File: config.mk
export PLATFORM = sky130hd
export DESIGN_NAME = execute_stage
export DESIGN_NICKNAME = d
export VERILOG_FILES = /design/src/rtl/execute_stage.sv
export SDC_FILE = /design/constraint.sdc
export NUM_CORES = 1
export LEC_CHECK = 0
export CORE_MARGIN = 2
export CORE_UTILIZATION = 28
export CTS_CLUSTER_SIZE = 10
export DETAILED_ROUTE_END_ITERATION = 6
export SETUP_SLACK_MARGIN = 0.05
export SYNTH_ARGS = -nofsm -noshare
export SYNTH_HDL_FRONTEND = slang
export SYNTH_SLANG_ARGS = --single-unit
File: constraint.sdc
create_clock -name clk -period 1 [get_ports clk]
set_clock_uncertainty 0.2 [all_clocks]
set_input_delay 0.1 -clock clk [delete_from_list [all_inputs] [get_ports clk]]
set_output_delay 0.1 -clock clk [all_outputs]
set_load 0.1 [all_outputs]
File: src/rtl/execute_stage.sv
// ---------------------------------------------------------------------------
// execute_stage
//
// Execute pipeline stage sitting directly behind instruction decode. Selects
// operand B (register or immediate), performs the ALU operation and registers
// the result together with the memory / write-back controls and PC+4 for the
// memory stage.
//
// Optional feature macro: EXECUTE_STAGE_MUL_EN
//   defined   -> alu_op 10 is a multi-cycle shift-add multiply handled by a
//                two-state FSM; busy stalls decode while it runs.
//   undefined -> no FSM or iteration counter; busy is tied 0 and alu_op 10
//                behaves as ADD with single-cycle latency.
//
// Ports
//   clk              clock, rising edge
//   rst              asynchronous reset, active-low
//   in_valid         decode bundle valid this cycle
//   flush            synchronous kill of in-flight and presented work
//   reg1_data        operand A
//   reg2_data        operand B (register) / store data
//   immediate        sign-extended immediate, low XLEN bits used
//   alu_src          1 = operand B from immediate, 0 = reg2_data
//   alu_op           operation code
//   write_back       register write-back request
//   mem_wr / mem_rd  store / load request
//   cnt_val_pl4_in   PC+4 of the instruction
//   busy             multi-cycle op occupies the stage, upstream must hold
//   out_valid        registered result valid
//   alu_result       registered ALU result
//   store_data       registered reg2_data
//   zero             registered (alu_result == 0)
//   write_back_out, mem_wr_out, mem_rd_out
//                    registered controls, 0 whenever out_valid is 0
//   cnt_val_pl4_out  registered PC+4
//
// FSM (only with EXECUTE_STAGE_MUL_EN)
//   state  | meaning
//   IDLE   | accepting bundles, single-cycle ops complete here
//   MUL    | iterative multiply running, one shift-add per cycle
// ---------------------------------------------------------------------------
module execute_stage #(
  parameter int XLEN = 32
) (
  input  logic            clk,
  input  logic            rst,
  input  logic            in_valid,
  input  logic            flush,
  input  logic [XLEN-1:0] reg1_data,
  input  logic [XLEN-1:0] reg2_data,
  input  logic [63:0]     immediate,
  input  logic            alu_src,
  input  logic [3:0]      alu_op,
  input  logic            write_back,
  input  logic            mem_wr,
  input  logic            mem_rd,
  input  logic [31:0]     cnt_val_pl4_in,
  output logic            busy,
  output logic            out_valid,
  output logic [XLEN-1:0] alu_result,
  output logic [XLEN-1:0] store_data,
  output logic            zero,
  output logic            write_back_out,
  output logic            mem_wr_out,
  output logic            mem_rd_out,
  output logic [31:0]     cnt_val_pl4_out
);

  localparam int SHW = $clog2(XLEN);

  localparam logic [3:0] OP_ADD  = 4'd0;
  localparam logic [3:0] OP_SUB  = 4'd1;
  localparam logic [3:0] OP_AND  = 4'd2;
  localparam logic [3:0] OP_OR   = 4'd3;
  localparam logic [3:0] OP_XOR  = 4'd4;
  localparam logic [3:0] OP_SLL  = 4'd5;
  localparam logic [3:0] OP_SRL  = 4'd6;
  localparam logic [3:0] OP_SRA  = 4'd7;
  localparam logic [3:0] OP_SLT  = 4'd8;
  localparam logic [3:0] OP_SLTU = 4'd9;

  logic [XLEN-1:0] w_op_b;
  logic [SHW-1:0]  w_shamt;
  logic [XLEN-1:0] w_alu;

  logic            r_out_valid;
  logic [XLEN-1:0] r_alu_result;
  logic [XLEN-1:0] r_store_data;
  logic            r_zero;
  logic            r_wb;
  logic            r_mw;
  logic            r_mr;
  logic [31:0]     r_pc4;

  // Upper immediate bits are architecturally ignored at this width.
  generate
    if (XLEN < 64) begin : g_imm_hi
      logic w_unused_imm_hi;
      assign w_unused_imm_hi = ^immediate[63:XLEN];
    end
  endgenerate

  assign w_op_b  = alu_src ? immediate[XLEN-1:0] : reg2_data;
  assign w_shamt = w_op_b[SHW-1:0];

  // Single-cycle ALU; unlisted codes (including 10 when the multiplier is
  // absent) fall through to ADD.
  always_comb begin
    w_alu = reg1_data + w_op_b;
    case (alu_op)
      OP_ADD:  w_alu = reg1_data + w_op_b;
      OP_SUB:  w_alu = reg1_data - w_op_b;
      OP_AND:  w_alu = reg1_data & w_op_b;
      OP_OR:   w_alu = reg1_data | w_op_b;
      OP_XOR:  w_alu = reg1_data ^ w_op_b;
      OP_SLL:  w_alu = reg1_data << w_shamt;
      OP_SRL:  w_alu = reg1_data >> w_shamt;
      OP_SRA:  w_alu = $unsigned($signed(reg1_data) >>> w_shamt);
      OP_SLT:  w_alu = {{(XLEN-1){1'b0}}, ($signed(reg1_data) < $signed(w_op_b))};
      OP_SLTU: w_alu = {{(XLEN-1){1'b0}}, (reg1_data < w_op_b)};
      default: ;
    endcase
  end

`ifdef EXECUTE_STAGE_MUL_EN
  localparam logic [3:0]     OP_MUL   = 4'd10;
  localparam logic [SHW-1:0] CNT_LAST = SHW'(XLEN - 1);

  typedef enum logic [0:0] {
    S_IDLE = 1'b0,
    S_MUL  = 1'b1
  } state_t;

  state_t          r_state;
  state_t          w_state_nxt;
  logic            w_busy;
  logic            w_mul_start;
  logic            w_mul_last;
  logic [SHW-1:0]  r_cnt;
  logic [XLEN-1:0] r_acc;
  logic [XLEN-1:0] r_mcand;
  logic [XLEN-1:0] r_mplier;
  logic [XLEN-1:0] w_acc_nxt;
  logic            r_mul_wb;
  logic            r_mul_mw;
  logic            r_mul_mr;
  logic [XLEN-1:0] r_mul_store;
  logic [31:0]     r_mul_pc4;

  // State register
  always_ff @(posedge clk or negedge rst) begin
    if (!rst) begin
      r_state <= S_IDLE;
    end else begin
      r_state <= w_state_nxt;
    end
  end

  // Next-state logic; flush wins over both acceptance and completion.
  always_comb begin
    w_state_nxt = r_state;
    if (flush) begin
      w_state_nxt = S_IDLE;
    end else begin
      case (r_state)
        S_IDLE: if (w_mul_start) w_state_nxt = S_MUL;
        S_MUL:  if (w_mul_last)  w_state_nxt = S_IDLE;
        default: w_state_nxt = S_IDLE;
      endcase
    end
  end

  // Output logic
  always_comb begin
    w_busy = 1'b0;
    if (r_state == S_MUL) w_busy = 1'b1;
  end

  assign busy        = w_busy;
  assign w_mul_start = (r_state == S_IDLE) && in_valid && (alu_op == OP_MUL);
  assign w_mul_last  = (r_state == S_MUL) && (r_cnt == CNT_LAST);

  // Shift-add step: multiplicand moves left, multiplier right; only the low
  // XLEN product bits are ever needed, so everything stays XLEN wide.
  assign w_acc_nxt = r_acc + (r_mplier[0] ? r_mcand : '0);

  always_ff @(posedge clk or negedge rst) begin
    if (!rst) begin
      r_cnt       <= '0;
      r_acc       <= '0;
      r_mcand     <= '0;
      r_mplier    <= '0;
      r_mul_wb    <= 1'b0;
      r_mul_mw    <= 1'b0;
      r_mul_mr    <= 1'b0;
      r_mul_store <= '0;
      r_mul_pc4   <= '0;
    end else if (flush) begin
      r_cnt <= '0;
    end else if (w_busy) begin
      r_acc    <= w_acc_nxt;
      r_mcand  <= r_mcand << 1;
      r_mplier <= r_mplier >> 1;
      r_cnt    <= w_mul_last ? '0 : r_cnt + SHW'(1);
    end else if (w_mul_start) begin
      r_cnt       <= '0;
      r_acc       <= '0;
      r_mcand     <= reg1_data;
      r_mplier    <= w_op_b;
      r_mul_wb    <= write_back;
      r_mul_mw    <= mem_wr;
      r_mul_mr    <= mem_rd;
      r_mul_store <= reg2_data;
      r_mul_pc4   <= cnt_val_pl4_in;
    end
  end
`else
  assign busy = 1'b0;
`endif

  // Result / control registers toward the memory stage.
  always_ff @(posedge clk or negedge rst) begin
    if (!rst) begin
      r_out_valid  <= 1'b0;
      r_alu_result <= '0;
      r_store_data <= '0;
      r_zero       <= 1'b0;
      r_wb         <= 1'b0;
      r_mw         <= 1'b0;
      r_mr         <= 1'b0;
      r_pc4        <= '0;
    end else if (flush) begin
      r_out_valid <= 1'b0;
      r_wb        <= 1'b0;
      r_mw        <= 1'b0;
      r_mr        <= 1'b0;
`ifdef EXECUTE_STAGE_MUL_EN
    end else if (w_busy) begin
      // in_valid is ignored here; upstream is stalled by busy.
      r_out_valid <= w_mul_last;
      r_wb        <= w_mul_last & r_mul_wb;
      r_mw        <= w_mul_last & r_mul_mw;
      r_mr        <= w_mul_last & r_mul_mr;
      if (w_mul_last) begin
        r_alu_result <= w_acc_nxt;
        r_zero       <= (w_acc_nxt == '0);
        r_store_data <= r_mul_store;
        r_pc4        <= r_mul_pc4;
      end
    end else if (w_mul_start) begin
      r_out_valid <= 1'b0;
      r_wb        <= 1'b0;
      r_mw        <= 1'b0;
      r_mr        <= 1'b0;
`endif
    end else if (in_valid) begin
      r_out_valid  <= 1'b1;
      r_alu_result <= w_alu;
      r_zero       <= (w_alu == '0);
      r_store_data <= reg2_data;
      r_wb         <= write_back;
      r_mw         <= mem_wr;
      r_mr         <= mem_rd;
      r_pc4        <= cnt_val_pl4_in;
    end else begin
      r_out_valid <= 1'b0;
      r_wb        <= 1'b0;
      r_mw        <= 1'b0;
      r_mr        <= 1'b0;
    end
  end

  assign out_valid       = r_out_valid;
  assign alu_result      = r_alu_result;
  assign store_data      = r_store_data;
  assign zero            = r_zero;
  assign write_back_out  = r_wb;
  assign mem_wr_out      = r_mw;
  assign mem_rd_out      = r_mr;
  assign cnt_val_pl4_out = r_pc4;

endmodule

==> results of run 1 <==
## layout by cell type (no fill, tap or decap), types with 26 or more instances in the layout
cell | Yosys | final
a21oi_1 | 103 | 75
buf_12 | 0 | 149
buf_4 | 17 | 746
buf_6 | 4 | 87
clkdlybuf4s50_1 | 0 | 92
dfrtp_4 | 0 | 96
dlygate4sd2_1 | 0 | 29
ha_1 | 114 | 76
ha_4 | 0 | 31
inv_1 | 97 | 78
mux2i_1 | 89 | 56
mux4_2 | 39 | 41
nand2_1 | 374 | 328
nand2_2 | 0 | 38
nand3_1 | 39 | 35
nor2_1 | 120 | 99
nor3_1 | 34 | 26
o211ai_1 | 32 | 32
o21ai_0 | 93 | 62
## flip-flops by register name, indices dropped and copies added (netlist names)
name             count
write_back_out       1
alu_result          32
cnt_val_pl4_out     32
mem_wr_out           1
zero                 1
out_valid            1
mem_rd_out           1
store_data          32
## layout make-up
class                           count  area [um2]  area share
Antenna cell                        1        2.50   0.0000851
Timing Repair Buffer             1155       11700       0.399
Tap cell                          664         831      0.0283
Clock buffer                       10         239     0.00813
Inverter                          104         443      0.0151
Sequential cell                   101        2890      0.0984
Clock inverter                      6        92.6     0.00315
Multi-Input combinational cell   1514       13200       0.448
## power by group through the flow
stage          combinational [W]  sequential, W  clock [W]
3_3_place_gp              0.0216        0.00584          0
4_1_cts                   0.0237        0.00579    0.00407
5_1_grt                   0.0265        0.00588    0.00421
2_1_floorplan            0.00620         0.0101          0
6_report                  0.0257        0.00581    0.00399
3_5_place_dp              0.0216        0.00588          0
## cells by family (layout without fill, tap and decap cells)
group                      count (synthesis)  count (layout)  synth area share
AOI/OAI and AO/OA                        520             520             0.257
xor gates and xnor gates                  24              24            0.0151
adders and majority gates                116             116             0.105
buffers and inverters                    220            1275            0.0671
DFF                                      101             101             0.181
muxes                                    142             143             0.145
other                                      1               2          0.000269
and+or+nand+nor                          710             710             0.230
## critical path: stages
cell,delay [ns]
clkdlybuf4s15_1,0.25
buf_6,0.16
mux2i_4,0.29
ha_4,0.25
buf_6,0.12
nand2b_1,0.06
o2111a_2,0.21
buf_6,0.14
or3_4,0.37
a221oi_4,0.25
mux2i_2,0.34
a2bb2oi_2,0.15
a2111oi_2,0.30
nand4_1,0.27
or4_4,0.48
or4b_4,0.54
o41ai_2,0.20
## layer usage
metal	global-route usage	vias up	wire, um
li1	-	8892	-
met1	0.493	10021	41500
met2	0.606	1119	45600
met3	0.0803	266	9170
met4	0.197	4	6050
met5	0	-	29
## what timing repair did
action / CTS / global route
gates resized for setup: 403 / 285
buffers inserted: 80 / 72
setup endpoints to repair: 202 / 200
pin swaps: 94 / 123
hold endpoints to repair: 112 / 8
hold buffers: 2 / 1
gates cloned: 18 / 3
## through the flow
step / cell area [um2] / setup WS, ns / utilization / setup TNS (ns)
2_1_floorplan: 15100 / -3.34 / - / -69.97
3_3_place_gp: 24700 / -4.43 / 0.503 / -181.21
3_5_place_dp: 24700 / -4.44 / 0.503 / -182.99
4_1_cts: 27600 / -3.39 / 0.563 / -118.19
5_1_grt: 29400 / -3.53 / 0.599 / -145.07
6_report: 29400 / -3.44 / 0.599 / -139.10
## worst max-delay path by stage
| stage | from | end | slack [ns] | cells past startpoint |
|---|---|---|---|---|
| floorplan | alu_src | zero | -3.34 | 17 |
| CTS | alu_src | zero | -3.39 | 16 |
| global route | reg2_data[14] | zero | -3.53 | 17 |
| detailed placement | reg2_data[0] | zero | -4.44 | 17 |
| finish | immediate[3] | zero | -3.44 | 17 |
| global placement | reg2_data[0] | zero | -4.43 | 17 |
==> results.py, run 1 <==
metrics = {
    "power_and_ir_drop": {
        "power_w": 0.0355,
        "power.ir.vdd_worst_mv": 1.02,
        "leakage_nw": 13.1,
        "p_sw_w": 0.0169,
        "internal_power_w": 0.0186,
        "clkPwrFrac": 0.113,
        "powerDensity_nw_per_um2": 1210,
        "combinationalPowerShare": 0.724,
        "swShare": 0.475,
        "p_seq_frac": 0.164,
    },
    "sta": {
        "slew_headroom": 0.512,
        "fin_ws_ns": -3.44,
        "hold_ws_ns": -0.0491,
        "tightest_slew_ns": 0.713,
        "grt_setup_unrepaired": "yes",
        "clock.fmax_mhz": 225,
        "period_share": 4.44,
        "final.min_clock_period_ns": 4.44,
        "hold_viol": 6,
        "finalSetupViolCount": 198,
        "maxSlewViolCount": 0,
    },
    "logic_synthesis": {
        "synth_seq_cells": 101,
        "synth_edf_count": 0,
        "synthCells": 1834,
        "seq_area_frac_synth": 0.181,
        "async_reset_ff_frac": 1.00,
        "yosysTopAreaCellShare": 0.181,
        "synthTopCellsByArea": "dfrtp_1, ha_1, nand2_1, mux2i_1, mux4_2",
        "synth_fp_nets": 2122,
        "syn_area_um2": 14000,
        "synth_most_common_cell": "nand2_1",
        "dominantRegCellSynth": "dfrtp_1",
        "synth_commonest_cells": "nand2_1, nor2_1, ha_1, a21oi_1, dfrtp_1",
        "yosysUniqueCellTypes": 93,
        "yosys_warnings": 0,
        "avgSynthCellArea_um2": 7.61,
        "yosys.area.top_type": "dfrtp_1",
    },
    "floorplanning": {
        "initial_utilization": 0.285,
        "io_pins": 274,
        "core-area_um2": 49100,
        "die_w_um": 227,
        "die_area_um2": 51700,
        "rows": 81,
        "die_y_um": 227,
    },
    "critical_path": {
        "arrival_ns": 4.50,
        "worstSetupPathType": "in2reg",
        "endpoint_kind": "register",
        "cp-start-kind": "input port",
        "ff2ff_path_depth": 3,
        "critical_path_required_ns": 1.06,
        "regToRegStartpoint": "alu_result[4]",
        "crit_fanout": 5,
        "regToRegSetupSlack_ns": -0.21,
        "worstReg2RegEnd": "alu_result[4]",
    },
    "clock_tree": {
        "numClockSinks": 101,
        "clock_path_buffers": 2,
        "cts_inserted_buffers": 9,
        "htreeDepth": 3,
        "root_buffer": "clkbuf_16",
        "tritoncts": "done",
        "path_clk_slew_ns": 0.08,
        "worstSkewPairLatency_ns": 0.36,
    },
    "global_route": {
        "antenna_found_initial": 4,
        "grt_max_degree": 54,
        "grt_usage": 0.383,
        "grt_overflow": 0,
        "grt_pass1_vias": 20214,
        "grt_pass1_wl_um": 142000,
    },
    "worst_hold_path": {
        "hold_depth": 3,
        "hold_start": "reg2_data[13]",
        "hold_path_end": "store_data[13]",
        "hold_path_class": "in2reg",
    },
    "layout": {
        "fin_cells": 3555,
        "syn2layout_area_growth_pct": 110,
        "fillers": 4311,
        "nets": 3173,
        "drive_gt1_frac": 0.548,
    },
    "place": {
        "gp_congestion": 1.06,
        "hpwl_um": 79700,
        "dp_cells": 3388,
        "port_buffers": 240,
    },
    "detailed_routing": {
        "antenna_left": 0,
        "drt_iter0_drc": 1695,
        "routedWlPerCell_um": 28.8,
        "routed_wl_um": 102000,
        "via_per_inst": 5.71,
        "drcViolationCount": 0,
        "num_vias": 20302,
        "drt-pass1-iter-count": 6,
    },
    "status": {
        "violations": "negative hold slack, negative setup slack",
        "status": "finished, violations left",
    },
    "job": {
        "cap_violations": 0,
    },
}
Note: power is estimated with default switching activity, not from simulation.
==> run 2: changes to the inputs <==
- GPL_ROUTABILITY_DRIVEN: not set -> 1
- PLACE_DENSITY_LB_ADDON: not set -> 0.08
==> run 2 against run 1 <==
The flow still finishes with violations (negative hold slack, negative setup slack). Combinational power is 2% lower. Sequential power about the same. Worst setup slack worse by 0.095 ns. Global-route usage decreased by 2.3 points. Critical endpoint unchanged. Die area unchanged. Utilization down 1.6 points. Critical path depth rose by 2. Sequential share of layout area is 0.27 points higher. Largest power group unchanged. Flip-flop and latch count unchanged.
==> results.py, run 2 (synthesis results as in run 1) <==
metrics = {
    "global_route": {
        "grt_pass1_vias": 19578,
        "grt_max_degree": 49,
        "grt_pass1_wl_um": 135000,
        "grt_overflow": 0,
        "antenna_found_initial": 3,
        "grt_usage": 0.361,
    },
    "critical_path": {
        "crit_fanout": 5,
        "critical_path_required_ns": 1.06,
        "regToRegStartpoint": "alu_result[4]",
        "worstReg2RegEnd": "alu_result[4]",
        "ff2ff_path_depth": 2,
        "cp-start-kind": "input port",
        "crit_end": "zero",
        "crit_start": "alu_src",
        "regToRegSetupSlack_ns": -0.21,
        "arrival_ns": 4.59,
        "worstSetupPathType": "in2reg",
        "endpoint_kind": "register",
    },
    "sta": {
        "finalSetupViolCount": 198,
        "grt_setup_unrepaired": "yes",
        "clock.fmax_mhz": 221,
        "period_share": 4.53,
        "final.min_clock_period_ns": 4.53,
        "tightest_slew_ns": 0.946,
        "slew_headroom": 0.361,
        "hold_ws_ns": -0.0573,
        "hold_viol": 3,
        "maxSlewViolCount": 0,
        "fin_ws_ns": -3.53,
    },
    "floorplanning": {
        "die_w_um": 227,
        "io_pins": 274,
        "rows": 81,
        "die_area_um2": 51700,
        "core-area_um2": 49100,
        "initial_utilization": 0.285,
        "die_y_um": 227,
    },
    "clock_tree": {
        "root_buffer": "clkbuf_16",
        "worstSkewPairLatency_ns": 0.35,
        "tritoncts": "done",
        "path_clk_slew_ns": 0.07,
        "numClockSinks": 101,
        "cts_inserted_buffers": 9,
        "clock_path_buffers": 2,
        "htreeDepth": 3,
    },
    "place": {
        "dp_slack_ns": -4.33,
        "dp_cells": 3382,
        "port_buffers": 240,
        "hpwl_um": 75300,
        "gp_congestion": 1.06,
    },
    "layout": {
        "layout.cells.most_common_list": "buf_4, nand2_1, buf_12, clkdlybuf4s50_1, nor2_1",
        "final_common_cell": "buf_4",
        "nets": 3128,
        "syn2layout_area_growth_pct": 105,
        "n_antenna_cell": 0,
        "fin_cells": 3509,
        "drive_gt1_frac": 0.521,
    },
    "job": {
        "cap_violations": 0,
    },
    "power_and_ir_drop": {
        "p_sw_w": 0.0164,
        "powerDensity_nw_per_um2": 1210,
        "leakage_nw": 12.7,
        "combinationalPowerShare": 0.725,
        "clkPwrFrac": 0.107,
        "internal_power_w": 0.0183,
        "power.ir.vdd_worst_mv": 0.841,
        "p_seq_frac": 0.167,
        "swShare": 0.473,
    },
    "status": {
        "violations": "negative hold slack, negative setup slack",
        "status": "finished, violations left",
    },
    "detailed_routing": {
        "drt-pass1-iter-count": 6,
        "via_per_inst": 5.62,
        "routedWlPerCell_um": 27.1,
        "routed_wl_um": 95200,
        "drcViolationCount": 0,
        "drt_iter0_drc": 1770,
        "antenna_left": 0,
        "num_vias": 19704,
    },
    "worst_hold_path": {
        "hold_path_class": "in2reg",
    },
}
[run 2: cell count changes in the layout (fill, tap and decap cells not counted), sizes merged, moves of 2 or more]
cell,delta
inv,+3
clkbuf,+4
dlygate4sd2,-13
dlymetal6s2s,-2
buf,-49
clkinvlp,-6
clkdlybuf4s50,+20
[run 2: worst max-delay path, cell delays in order]
cell	delay, ns
buf_12	0.11
buf_12	0.14
mux2i_4	0.19
buf_12	0.15
inv_12	0.07
ha_4	0.14
fa_2	0.24
nor2_4	0.06
o2111a_2	0.29
buf_6	0.14
or3_4	0.36
a221oi_4	0.28
mux2i_2	0.37
a2bb2oi_2	0.12
a2111oi_2	0.36
nand4_1	0.22
or4_4	0.49
or4b_4	0.55
o41ai_4	0.21
[run 2: power groups by stage]
stage,sequential [W],combinational (W),clock (W)
2_1_floorplan,0.0101,0.00620,0
3_3_place_gp,0.00583,0.0213,0
3_5_place_dp,0.00587,0.0213,0
4_1_cts,0.00578,0.0236,0.00382
5_1_grt,0.00587,0.0260,0.00396
6_report,0.00579,0.0251,0.00372
[run 2: how the worst min path moves through the flow]
stage                           endpoint  slack, ns           from  cells after the start
after floorplan               mem_rd_out      -0.40            rst                      0
after detailed placement   store_data[7]      -0.10            rst                      2
after global placement     store_data[8]      -0.10            rst                      2
after CTS                 store_data[13]      -0.08  reg2_data[13]                      3
final                      store_data[6]      -0.06   reg2_data[6]                      4
after global routing       store_data[6]      -0.04   reg2_data[6]                      4
[run 2: layout make-up]
class | instances | area, um2
tap | 664 | 831
clock buffer | 12 | 236
timing repair buffer | 1111 | 11100
inverter | 104 | 418
multi-input combinational | 1513 | 13100
clock inverter | 4 | 72.6
fill | 4438 | 20400
sequential | 101 | 2890
[run 2: repair_timing]
item                                   CTS  global route
endpoints found under the hold margin  104             4
setup buffers                           83            46
pin swaps                              102            96
hold buffers                             1             2
setup endpoints to repair              202           202
cloned                                  11             3
gates resized for setup                356           223
[run 2: metrics by stage]
stage,util,TNS (ns),area [um2],total power [W]
4_1_cts,0.557,-138.72,27300,0.0332
2_1_floorplan,-,-69.97,15100,0.0163
3_5_place_dp,0.498,-185.89,24400,0.0272
5_1_grt,0.584,-124.02,28600,0.0359
6_report,0.584,-118.27,28600,0.0346
3_3_place_gp,0.498,-185.09,24400,0.0271
[run 2: metal layers]
layer | wire, um | vias up | global-route usage
li1 | - | 8754 | -
met1 | 40300 | 9738 | 0.486
met2 | 42600 | 997 | 0.573
met3 | 8180 | 213 | 0.0625
met4 | 4030 | 2 | 0.142
met5 | 12 | - | 0
